==> config.mk <==
export PLATFORM = sky130hd
export DESIGN_NAME = csr_uart_rx_flat
export DESIGN_NICKNAME = d
export VERILOG_FILES = /design/src/rtl/csr_uart_rx_pkg.sv /design/src/rtl/csr_uart_rx_if.sv /design/src/rtl/csr_uart_rx_fifo.sv /design/src/rtl/csr_uart_rx.sv /design/src/flat_wrapper.sv
export SDC_FILE = /design/constraint.sdc
export NUM_CORES = 1
export LEC_CHECK = 0
export ABC_CLOCK_PERIOD_IN_PS = 6300
export BUFFER_PORTS_ARGS = -buffer_cell sky130_fd_sc_hd__buf_2
export CORE_UTILIZATION = 30
export DETAILED_ROUTE_END_ITERATION = 10
export PLACE_DENSITY = 0.48
export SLEW_MARGIN = 15
export SYNTH_ARGS = -nofsm -noshare
export SYNTH_HDL_FRONTEND = slang
export SYNTH_SLANG_ARGS = --single-unit
==> constraint.sdc <==
create_clock -name clk -period 6.3 [get_ports clk]
set_input_delay 1.89 -clock clk [delete_from_list [all_inputs] [get_ports clk]]
set_output_delay 1.89 -clock clk [all_outputs]
set_load 0.05 [all_outputs]
==> src/rtl/csr_uart_rx_pkg.sv <==
// Shared constants, FSM state type and divisor update helper for the CSR-mapped UART receiver.
package uart_pkg;

  localparam logic [11:0] CSR_UART     = 12'hbc0;
  localparam logic [11:0] CSR_UART_DIV = 12'hbc1;

  localparam int unsigned VALID_BIT   = 8;
  localparam int unsigned OVERRUN_BIT = 9;
  localparam int unsigned FRAME_BIT   = 10;

  localparam logic [15:0] DIV_MIN = 16'd2;

  localparam logic [2:0] MOD_WRITE = 3'd1;
  localparam logic [2:0] MOD_SET   = 3'd2;
  localparam logic [2:0] MOD_CLEAR = 3'd3;

  typedef enum logic [1:0] {
    ST_IDLE  = 2'd0,
    ST_START = 2'd1,
    ST_DATA  = 2'd2,
    ST_STOP  = 2'd3
  } rx_state_e;

  // Applies a CSR write/set/clear to the divisor; results below DIV_MIN are clamped.
  function automatic logic [15:0] div_update(input logic [2:0] op, input logic [15:0] cur,
                                             input logic [15:0] arg);
    logic [15:0] res;
    case (op)
      MOD_WRITE: res = arg;
      MOD_SET:   res = cur | arg;
      MOD_CLEAR: res = cur & ~arg;
      default:   res = cur;
    endcase
    return (res < DIV_MIN) ? DIV_MIN : res;
  endfunction

endpackage

==> src/rtl/csr_uart_rx_if.sv <==
// CSR bus between the RudolV pipeline (master) and the UART receiver (slave).
interface csr_uart_rx_if;
  logic        csr_read;
  logic [2:0]  csr_modify;
  logic [31:0] csr_wdata;
  logic [11:0] csr_addr;
  logic [31:0] csr_rdata;
  logic        csr_valid;

  modport master (
    output csr_read, csr_modify, csr_wdata, csr_addr,
    input  csr_rdata, csr_valid
  );

  modport slave (
    input  csr_read, csr_modify, csr_wdata, csr_addr,
    output csr_rdata, csr_valid
  );
endinterface

==> src/rtl/csr_uart_rx_fifo.sv <==
// Synchronous byte FIFO; the head entry is visible combinationally on dout.
module uart_rx_fifo #(
  parameter int unsigned DEPTH_LOG = 2
) (
  input  logic       clk,
  input  logic       rst,
  input  logic       push,
  input  logic       pop,
  input  logic [7:0] din,
  output logic [7:0] dout,
  output logic       full,
  output logic       empty
);

  localparam int unsigned DEPTH = 1 << DEPTH_LOG;
  localparam logic [DEPTH_LOG:0] PTR_ONE = {{DEPTH_LOG{1'b0}}, 1'b1};

  logic [7:0]         mem_q [DEPTH];
  logic [7:0]         mem_d [DEPTH];
  logic [DEPTH_LOG:0] wr_ptr_q, wr_ptr_d;
  logic [DEPTH_LOG:0] rd_ptr_q, rd_ptr_d;
  logic               do_pop_s;
  logic               do_push_s;

  assign empty = (wr_ptr_q == rd_ptr_q);
  assign full  = (wr_ptr_q[DEPTH_LOG] != rd_ptr_q[DEPTH_LOG]) &&
                 (wr_ptr_q[DEPTH_LOG-1:0] == rd_ptr_q[DEPTH_LOG-1:0]);
  assign dout  = mem_q[rd_ptr_q[DEPTH_LOG-1:0]];

  // A pop in the same cycle frees the slot a full-FIFO push needs.
  assign do_pop_s  = pop & ~empty;
  assign do_push_s = push & (~full | do_pop_s);

  // Next-state for storage and pointers.
  always_comb begin
    mem_d    = mem_q;
    wr_ptr_d = wr_ptr_q;
    rd_ptr_d = rd_ptr_q;
    if (do_push_s) begin
      mem_d[wr_ptr_q[DEPTH_LOG-1:0]] = din;
      wr_ptr_d = wr_ptr_q + PTR_ONE;
    end else begin
      wr_ptr_d = wr_ptr_q;
    end
    if (do_pop_s) begin
      rd_ptr_d = rd_ptr_q + PTR_ONE;
    end else begin
      rd_ptr_d = rd_ptr_q;
    end
  end

  // Storage and pointer registers.
  always_ff @(posedge clk or posedge rst) begin
    if (rst) begin
      wr_ptr_q <= '0;
      rd_ptr_q <= '0;
      for (int i = 0; i < DEPTH; i++) begin
        mem_q[i] <= 8'd0;
      end
    end else begin
      wr_ptr_q <= wr_ptr_d;
      rd_ptr_q <= rd_ptr_d;
      for (int i = 0; i < DEPTH; i++) begin
        mem_q[i] <= mem_d[i];
      end
    end
  end

endmodule

==> src/rtl/csr_uart_rx.sv <==
// 8N1 UART receiver with a byte FIFO, read by the core through CSRs 0xbc0 (data) and 0xbc1 (divisor).
module csr_uart_rx
  import uart_pkg::*;
#(
  parameter logic [15:0] CLK_PER_BIT    = 16'd868,
  parameter int unsigned FIFO_DEPTH_LOG = 2
) (
  input  logic         clk,
  input  logic         rst,
  input  logic         rx,
  csr_uart_rx_if.slave csr
);

  logic        rx_meta_q, rx_sync_q, rx_prev_q;
  rx_state_e   state_q, state_d;
  logic [15:0] cnt_q, cnt_d;
  logic [2:0]  bit_cnt_q, bit_cnt_d;
  logic [7:0]  shift_q, shift_d;
  logic [15:0] div_q, div_d;
  logic [15:0] div_act_q, div_act_d;
  logic        ovr_q, ovr_d;
  logic        frm_q, frm_d;
  logic [11:0] addr_q;
  logic        read_q;
  logic [31:0] rdata_q, rdata_d;
  logic        valid_q, valid_d;

  logic        fall_s, expire_s, push_s, frm_set_s, ovr_set_s;
  logic        rd_uart_s, pop_s;
  logic        fifo_full_s, fifo_empty_s;
  logic [7:0]  fifo_dout_s;
  logic        wdata_unused_s;

  assign wdata_unused_s = ^csr.csr_wdata[31:16];

  assign fall_s   = rx_prev_q & ~rx_sync_q;
  assign expire_s = (cnt_q == 16'd0);

  // Only entries the core actually saw are popped, and only flags it saw are cleared.
  assign rd_uart_s = read_q & (addr_q == CSR_UART);
  assign pop_s     = rd_uart_s & rdata_q[VALID_BIT];
  assign ovr_set_s = push_s & fifo_full_s & ~pop_s;

  uart_rx_fifo #(
    .DEPTH_LOG(FIFO_DEPTH_LOG)
  ) u_fifo (
    .clk  (clk),
    .rst  (rst),
    .push (push_s),
    .pop  (pop_s),
    .din  (shift_q),
    .dout (fifo_dout_s),
    .full (fifo_full_s),
    .empty(fifo_empty_s)
  );

  // Receive FSM: mid-bit sampling driven by a down-counter.
  always_comb begin
    state_d   = state_q;
    cnt_d     = cnt_q;
    bit_cnt_d = bit_cnt_q;
    shift_d   = shift_q;
    div_act_d = div_act_q;
    push_s    = 1'b0;
    frm_set_s = 1'b0;
    case (state_q)
      ST_IDLE: begin
        if (fall_s) begin
          state_d   = ST_START;
          div_act_d = div_q;
          cnt_d     = div_q >> 1;
        end else begin
          state_d = ST_IDLE;
        end
      end
      ST_START: begin
        if (!expire_s) begin
          cnt_d = cnt_q - 16'd1;
        end else if (rx_sync_q) begin
          state_d = ST_IDLE;
        end else begin
          state_d   = ST_DATA;
          cnt_d     = div_act_q - 16'd1;
          bit_cnt_d = 3'd0;
        end
      end
      ST_DATA: begin
        if (!expire_s) begin
          cnt_d = cnt_q - 16'd1;
        end else begin
          shift_d   = {rx_sync_q, shift_q[7:1]};
          cnt_d     = div_act_q - 16'd1;
          bit_cnt_d = bit_cnt_q + 3'd1;
          if (bit_cnt_q == 3'd7) begin
            state_d = ST_STOP;
          end else begin
            state_d = ST_DATA;
          end
        end
      end
      ST_STOP: begin
        if (!expire_s) begin
          cnt_d = cnt_q - 16'd1;
        end else begin
          state_d = ST_IDLE;
          if (rx_sync_q) begin
            push_s = 1'b1;
          end else begin
            frm_set_s = 1'b1;
          end
        end
      end
      default: state_d = ST_IDLE;
    endcase
  end

  // CSR read data, flag update and divisor modify; a flag set beats a same-cycle clear.
  always_comb begin
    rdata_d = 32'd0;
    valid_d = 1'b0;
    if (csr.csr_addr == CSR_UART) begin
      valid_d = csr.csr_read | (csr.csr_modify != 3'd0);
      rdata_d = {21'd0, frm_q, ovr_q, ~fifo_empty_s, (fifo_empty_s ? 8'd0 : fifo_dout_s)};
    end else if (csr.csr_addr == CSR_UART_DIV) begin
      valid_d = csr.csr_read | (csr.csr_modify != 3'd0);
      rdata_d = {16'd0, div_q};
    end else begin
      valid_d = 1'b0;
    end
    if (!valid_d) begin
      rdata_d = 32'd0;
    end else begin
      rdata_d = rdata_d;
    end
    ovr_d = ovr_set_s | (ovr_q & ~(rd_uart_s & rdata_q[OVERRUN_BIT]));
    frm_d = frm_set_s | (frm_q & ~(rd_uart_s & rdata_q[FRAME_BIT]));
    if (addr_q == CSR_UART_DIV) begin
      div_d = div_update(csr.csr_modify, div_q, csr.csr_wdata[15:0]);
    end else begin
      div_d = div_q;
    end
  end

  // All block state, including the rx synchroniser and registered CSR outputs.
  always_ff @(posedge clk or posedge rst) begin
    if (rst) begin
      rx_meta_q <= 1'b1;
      rx_sync_q <= 1'b1;
      rx_prev_q <= 1'b1;
      state_q   <= ST_IDLE;
      cnt_q     <= 16'd0;
      bit_cnt_q <= 3'd0;
      shift_q   <= 8'd0;
      div_q     <= CLK_PER_BIT;
      div_act_q <= CLK_PER_BIT;
      ovr_q     <= 1'b0;
      frm_q     <= 1'b0;
      addr_q    <= 12'd0;
      read_q    <= 1'b0;
      rdata_q   <= 32'd0;
      valid_q   <= 1'b0;
    end else begin
      rx_meta_q <= rx;
      rx_sync_q <= rx_meta_q;
      rx_prev_q <= rx_sync_q;
      state_q   <= state_d;
      cnt_q     <= cnt_d;
      bit_cnt_q <= bit_cnt_d;
      shift_q   <= shift_d;
      div_q     <= div_d;
      div_act_q <= div_act_d;
      ovr_q     <= ovr_d;
      frm_q     <= frm_d;
      addr_q    <= csr.csr_addr;
      read_q    <= csr.csr_read;
      rdata_q   <= rdata_d;
      valid_q   <= valid_d;
    end
  end

  assign csr.csr_rdata = rdata_q;
  assign csr.csr_valid = valid_q;

endmodule

==> src/flat_wrapper.sv <==
// flat-port wrapper written by rule: the top's interface ports become plain ports
module csr_uart_rx_flat import uart_pkg::*;
#(
  parameter logic [15:0] CLK_PER_BIT    = 16'd868,
  parameter int unsigned FIFO_DEPTH_LOG = 2
)
  (clk, rst, rx, csr_csr_read, csr_csr_modify, csr_csr_wdata, csr_csr_addr, csr_csr_rdata, csr_csr_valid);
  csr_uart_rx_if csr_i ();
  input  logic clk;
  input  logic rst;
  input  logic rx;
  input wire logic [$bits(csr_i.csr_read)-1:0] csr_csr_read;
  input wire logic [$bits(csr_i.csr_modify)-1:0] csr_csr_modify;
  input wire logic [$bits(csr_i.csr_wdata)-1:0] csr_csr_wdata;
  input wire logic [$bits(csr_i.csr_addr)-1:0] csr_csr_addr;
  output wire logic [$bits(csr_i.csr_rdata)-1:0] csr_csr_rdata;
  output wire logic [$bits(csr_i.csr_valid)-1:0] csr_csr_valid;
  assign csr_i.csr_read = csr_csr_read;
  assign csr_i.csr_modify = csr_csr_modify;
  assign csr_i.csr_wdata = csr_csr_wdata;
  assign csr_i.csr_addr = csr_csr_addr;
  assign csr_csr_rdata = csr_i.csr_rdata;
  assign csr_csr_valid = csr_i.csr_valid;
  csr_uart_rx #(.CLK_PER_BIT(CLK_PER_BIT), .FIFO_DEPTH_LOG(FIFO_DEPTH_LOG)) u_core (.clk(clk), .rst(rst), .rx(rx), .csr(csr_i));
endmodule
* Yosys cells after proc, flatten, opt, wreduce, memory -nomap -nowiden
Index checks and enable logic that the tools add are counted.
Cells by class: add/sub/neg operators 5, equality and inequality tests 21, reductions and logical operators 11, multiplexer cells 38, bitwise operators 26, $lt $le $gt $ge 4
Operators with widths (count):
- 16-bit 2-to-1 mux | 8
- 32-bit 2-to-1 mux | 2
- 16-bit case mux with 4 select lines | 1
- 12-bit equality test, second input constant | 4
- 16-bit case mux with 3 select lines | 1
- 32-bit bitwise mux | 1
- 8-bit 2-to-1 mux | 4
- 16-bit by 1-bit subtractor with 16-bit output, second input constant | 2
- 16-bit AND | 1
- 8-bit binary-select mux with 2-bit select | 1
- 8-bit demux with 2-bit select | 1
- 16-bit zero test | 1
- 16-bit by 2-bit < comparator with 1-bit output, second input constant | 1
- 16-bit inverter | 1
- 16-bit bitwise OR | 1
- 1-bit AND | 11
- 1-bit 2-to-1 mux | 10
- 3-bit by 1-bit adder with 3-bit output, second input constant | 3
- 3-bit 2-to-1 mux | 3
- 2-bit 2-to-1 mux | 4
- 2-bit by 1-bit inequality test with 1-bit output, second input constant | 4
- 2-bit case mux with 4 select lines | 1
- 3-bit by 2-bit equality test with 1-bit output, second input constant | 2
- 3-bit >= comparator, second input constant | 2
- 21 further kinds | 35
Word-level totals: word-level logic and storage cells 126, flip-flop bits (word level) 150, output and inout port bits 33, bits of input ports 51

* Longest topological paths before layout
depth in word-level cells 7, depth in mapped cells 9, gate-level depth less buffers 8

* Modules after synthesis
A second synthesis with hierarchy kept.
Unflattened totals: cell total of the unflattened synthesis 647, area, all modules 7278.2 um^2
Modules (own cells, without submodules):
- csr_uart_rx | sequential area each 2418.6 um^2, instances 1, cells each 535, area each 5382.7 um^2
- uart_rx_fifo | sequential area each 950.9 um^2, instances 1, cells each 112, area each 1895.6 um^2

* Worst setup path after synthesis
No wires, ideal clock.
path kind input -> register, from in csr_csr_wdata[10], to reg u_core.div_q[0], library setup time 119 ps, cell stages on the path 6, setup slack 2975 ps, data arrival time 3206 ps, required time 6181 ps, path buffers 0, cells stage by stage or4_1 o21ai_0 a41oi_1 nor4_1 nand3_1 o21a_1
Between the ends: cells in the longest elaborated chain, start to end 6, elaborated cells between the ends (all ways) 7, those cells by class 1 x order compare; 3 x mux; 3 x bitwise
Ends and longest elaborated chain:
- from (decl) | RTL line flat_wrapper.sv:14 | input wire logic [$bits(csr_i.csr_wdata)-1:0] csr_csr_wdata;
- 16-bit inverter | RTL line csr_uart_rx_pkg.sv:31 | MOD_CLEAR: res = cur & ~arg;
- 16-bit AND | RTL line csr_uart_rx_pkg.sv:31
- 16-bit case mux with 3 select lines * | RTL line csr_uart_rx_pkg.sv:28 | case (op)
- 16-bit 2-to-1 mux * | RTL line csr_uart_rx.sv:137 | if (addr_q == CSR_UART_DIV) begin
- 16-bit by 2-bit < comparator with 1-bit output * | RTL line csr_uart_rx_pkg.sv:34 | return (res < DIV_MIN) ? DIV_MIN : res;
- 16-bit 2-to-1 mux * | RTL line csr_uart_rx_pkg.sv:34
- to (signal assigned) | RTL line csr_uart_rx.sv:170 | div_q <= div_d;
- to (decl) | RTL line csr_uart_rx.sv:19 | logic [15:0] div_q, div_d;
Mark *: on every way between the ends. The rest lies on a longest branch, timed or not. The select of a mux whose other input is x is not followed. A chain may end at the register's enable or synchronous reset.

* Final worst setup path
from in csr_csr_addr[10], to reg u_core.rdata_q[12], in the netlist u_core.csr.csr_rdata[12]
Between the ends: cells in the longest elaborated chain, start to end 4, elaborated cells between the ends (all ways) 7, those cells by class 2 x eq/ne; 5 x mux
Ends and longest elaborated chain:
- from (decl) | RTL line flat_wrapper.sv:15 | input wire logic [$bits(csr_i.csr_addr)-1:0] csr_csr_addr;
- 12-bit equality test | RTL line csr_uart_rx.sv:124 | end else if (csr.csr_addr == CSR_UART_DIV) begin
- 16-bit 2-to-1 mux / 1-bit 2-to-1 mux (equally long branches) | RTL line csr_uart_rx.sv:124
- 32-bit 2-to-1 mux / 1-bit 2-to-1 mux (equally long branches) | RTL line csr_uart_rx.sv:121 | if (csr.csr_addr == CSR_UART) begin
- 32-bit 2-to-1 mux * | RTL line csr_uart_rx.sv:130 | if (!valid_d) begin
- via u_core.rdata_d[12] | RTL line csr_uart_rx.sv:25 | logic [31:0] rdata_q, rdata_d;
- to (signal assigned) | RTL line csr_uart_rx.sv:176 | rdata_q <= rdata_d;
- to (decl) | RTL line csr_uart_rx.sv:25
Mark *: on every way through the listed nets, which the timed path passes. The rest lies on a longest branch.

==> impl_metrics.json <==
{
  "status": "completed",
  "antenna_found_initial": 0,
  "placementRows": 55,
  "synth_commonest_cells": "121 x dfrtp_1, 46 x nand2_1, 44 x mux2_2",
  "grt_max_degree": 87,
  "fin_area_sq_um": 8150,
  "required_ns": 6.65,
  "cts_inserted_buffers": 17,
  "cpPeakStageDelay_ns": 0.55,
  "n_antenna_cell": 0,
  "dp_hpwl_mm": 13.0,
  "grt_pass1_wl_mm": 29.1,
  "avgSynthCellArea_sq_um": 10.8,
  "crit_path_top_delay_cell": "or2_2",
  "min_period_over_period_pct": 53.2,
  "clkSinkCount": 134,
  "async_reset_ff_share_pct": 100,
  "die_area_sq_um": 24100,
  "crit_buf_inv": 1,
  "r2r_slack_ns": 3.24,
  "drt_first_pass_iters": 7,
  "clk_latency_ns": 0.42,
  "fmax_ghz": 0.298,
  "cts_max_path_buffers": 2,
  "first_global_vias": 5267,
  "cts_setup_buffers": 0,
  "drive_above_1_share_pct": 23.3,
  "finalSetupViolCount": 0,
  "ys_seq_area_share_pct": 47.8,
  "grt_setup_unrepaired": "false",
  "clock-root-buffer": "clkbuf_16",
  "port_buffers": 51,
  "cts_tree": "built",
  "io_pins": 84,
  "cp_top_family": "simple AND/OR/NAND/NOR gates",
  "die_width_microns": 155,
  "min_period_ns": 3.35,
  "synth_top_area_share_pct": 43.0,
  "synth_area_sq_um": 7050,
  "drv_cap": 0,
  "yosysUniqueCellTypes": 71,
  "powerDensity_nw_per_um2": 323,
  "dr.first_iter.drc_count": 324,
  "hold_viol": 0,
  "cp-end-kind": "register",
  "synth.most_common_cell": "dfrtp_1",
  "hp-class": "register to register",
  "drt-total-wl_mm": 18.1,
  "synthTopCellsByArea": "dfrtp_1 43%, mux2_2 7.0%, dfstp_2 4.8%",
  "multi_input_area_sq_um": 3430,
  "start_util_pct": 30.8,
  "routed_via_density": 5.15,
  "synth_edf_count": 0,
  "crit_type": "input pin to register",
  "yosys_warnings": 0,
  "crit_fanout": 14,
  "num-fill-cells": 2292,
  "cp-start-kind": "input pin",
  "crit_path_cell_trace": "buf_2 -> nor3_1 -> nand4_1 -> or2_2 -> nor2_1 -> and2_1",
  "wl_per_cell_microns": 17.8,
  "fin_skew_ns": 0.00821,
  "register_area_sq_um": 3370,
  "vias": 5255,
  "syn2layout_area_growth_pct": 15.6,
  "netlist_instances": 650,
  "gr-usage-all-layers_pct": 15.8,
  "ys.flop_type": "dfrtp_1",
  "crit_arrival_ns": 3.70,
  "setup_tns_ns": 0,
  "grt_overflow": 0,
  "synth_top_area_cell": "dfrtp_1",
  "htree_levels": 4,
  "core_sq_um": 22800,
  "cts_resized": 0,
  "die_h_microns": 155,
  "nets": 760,
  "ys_ff_latch": 134,
  "gp_congestion": 0.851,
  "cts.clk_slew.worst_paths_ns": 0.06,
  "cts_hold_buf": 0,
  "p_leak_nw": 3.66,
  "route.detailed.drc": 0,
  "worst_pin_slew_ns": 0.806,
  "ant_nets": 0,
  "finalMaxSlewViolations": 0,
  "peakVddDrop_v": 0.000176,
  "place_area_sq_um": 7550,
  "relSlewSlack_pct": 46.1
}
## kinds of logic after synthesis
kind of cell / Yosys count / synth area share [%]
compound gates: 126 / 11.5
flops: 134 / 47.8
buf+inv: 62 / 4.24
simple gates: 208 / 17.0
mux: 77 / 13.5
fa+ha+maj: 14 / 2.49
other cells: 1 / 0.0532
xor+xnor: 28 / 3.48
## area by class of cell
| type | instances | share of cell area [%] |
|---|---|---|
| inverter | 19 | 0.937 |
| tap | 313 | 4.81 |
| timing repair buffer | 54 | 3.41 |
| multi-input combinational | 469 | 42.2 |
| sequential | 134 | 41.4 |
| clock inverter | 14 | 2.04 |
| clock buffer | 18 | 5.27 |
## placed cells by master, fill, tap and decap left out, types with 5 or more instances in the layout
master | netlist | layout
buf_2 | 5 | 51
nor3_1 | 16 | 16
mux2_2 | 44 | 44
o21ai_0 | 19 | 19
nor3b_1 | 8 | 8
mux2_1 | 19 | 19
inv_1 | 19 | 18
nand2b_1 | 7 | 7
a21oi_1 | 28 | 28
clkbuf_16 | 0 | 17
nor4_1 | 9 | 9
nand2_1 | 46 | 46
dfstp_2 | 13 | 13
a211oi_1 | 7 | 7
or4_1 | 5 | 5
and3b_1 | 8 | 8
a31oi_1 | 9 | 9
nand3_1 | 16 | 16
a32oi_1 | 6 | 6
o21ai_1 | 18 | 18
xnor2_1 | 17 | 17
nor2b_1 | 10 | 10
mux4_2 | 8 | 8
xor2_1 | 11 | 11
mux2i_1 | 6 | 6
nand4_1 | 6 | 6
nand3b_1 | 6 | 6
a22oi_1 | 9 | 9
ha_1 | 14 | 14
conb_1 | 1 | 16
nor2_1 | 36 | 36
o22ai_1 | 5 | 5
dfrtp_1 | 121 | 121
## layer usage
metal | global-route usage [%] | vias up | part of all wire [%]
met5 | 0 | - | 0
met4 | 5.74 | 0 | 1.9
met3 | 3.12 | 21 | 3.8
met2 | 26.4 | 127 | 49
met1 | 20.3 | 2658 | 45
li1 | - | 2449 | -
## where the power goes
part | internal [mW] | switching (mW) | total [mW] | leakage [nW]
combinational | 0.222 | 0.360 | 0.582 | 1.64
clock | 0.594 | 0.409 | 1.00 | 0.287
sequential | 0.940 | 0.104 | 1.04 | 1.73
## state kept, by name, summed over array words and instances (netlist names), 3 cells and up, named ones only
name and flops:
u_core.u_fifo.mem_q 32, u_core.u_fifo.rd_ptr_q 3, u_core.div_act_q 16, u_core.csr.csr_rdata 16, u_core.addr_q 12, u_core.bit_cnt_q 3, u_core.div_q 16, u_core.u_fifo.wr_ptr_q 3
u_core.cnt_q 16, u_core.shift_q 8
## path summary, 6_finish.rpt
check	to	cells past startpoint	from
setup / recovery	u_core.csr.csr_rdata[12]$_DFF_PP0_	6	csr_csr_addr[10]
hold / removal	u_core.rx_sync_q$_DFF_PP1_	0	u_core.rx_meta_q$_DFF_PP1_
setup reg to reg	u_core.cnt_q[13]$_DFFE_PP0P_	9	u_core.cnt_q[0]$_DFFE_PP0P_
hold reg to reg	u_core.rx_sync_q$_DFF_PP1_	0	u_core.rx_meta_q$_DFF_PP1_
max in group asynchronous	u_core.cnt_q[14]$_DFFE_PP0P_	3	rst
min in group asynchronous	u_core.addr_q[8]$_DFF_PP0_	2	rst
## through the flow
step	power (mW)	util, %	instances	hold WS (ns)	setup slack, ns
after detailed placement	1.64	33.0	989	0.347	2.47
after CTS	2.66	35.7	1021	0.356	2.91
after global routing	2.78	35.7	1021	0.359	2.81
after global placement	1.62	33.0	989	0.347	2.51
after floorplan	1.49	-	665	0.345	0.849
final	2.63	35.7	1021	0.355	2.95
(Power assumes the default switching activity.)
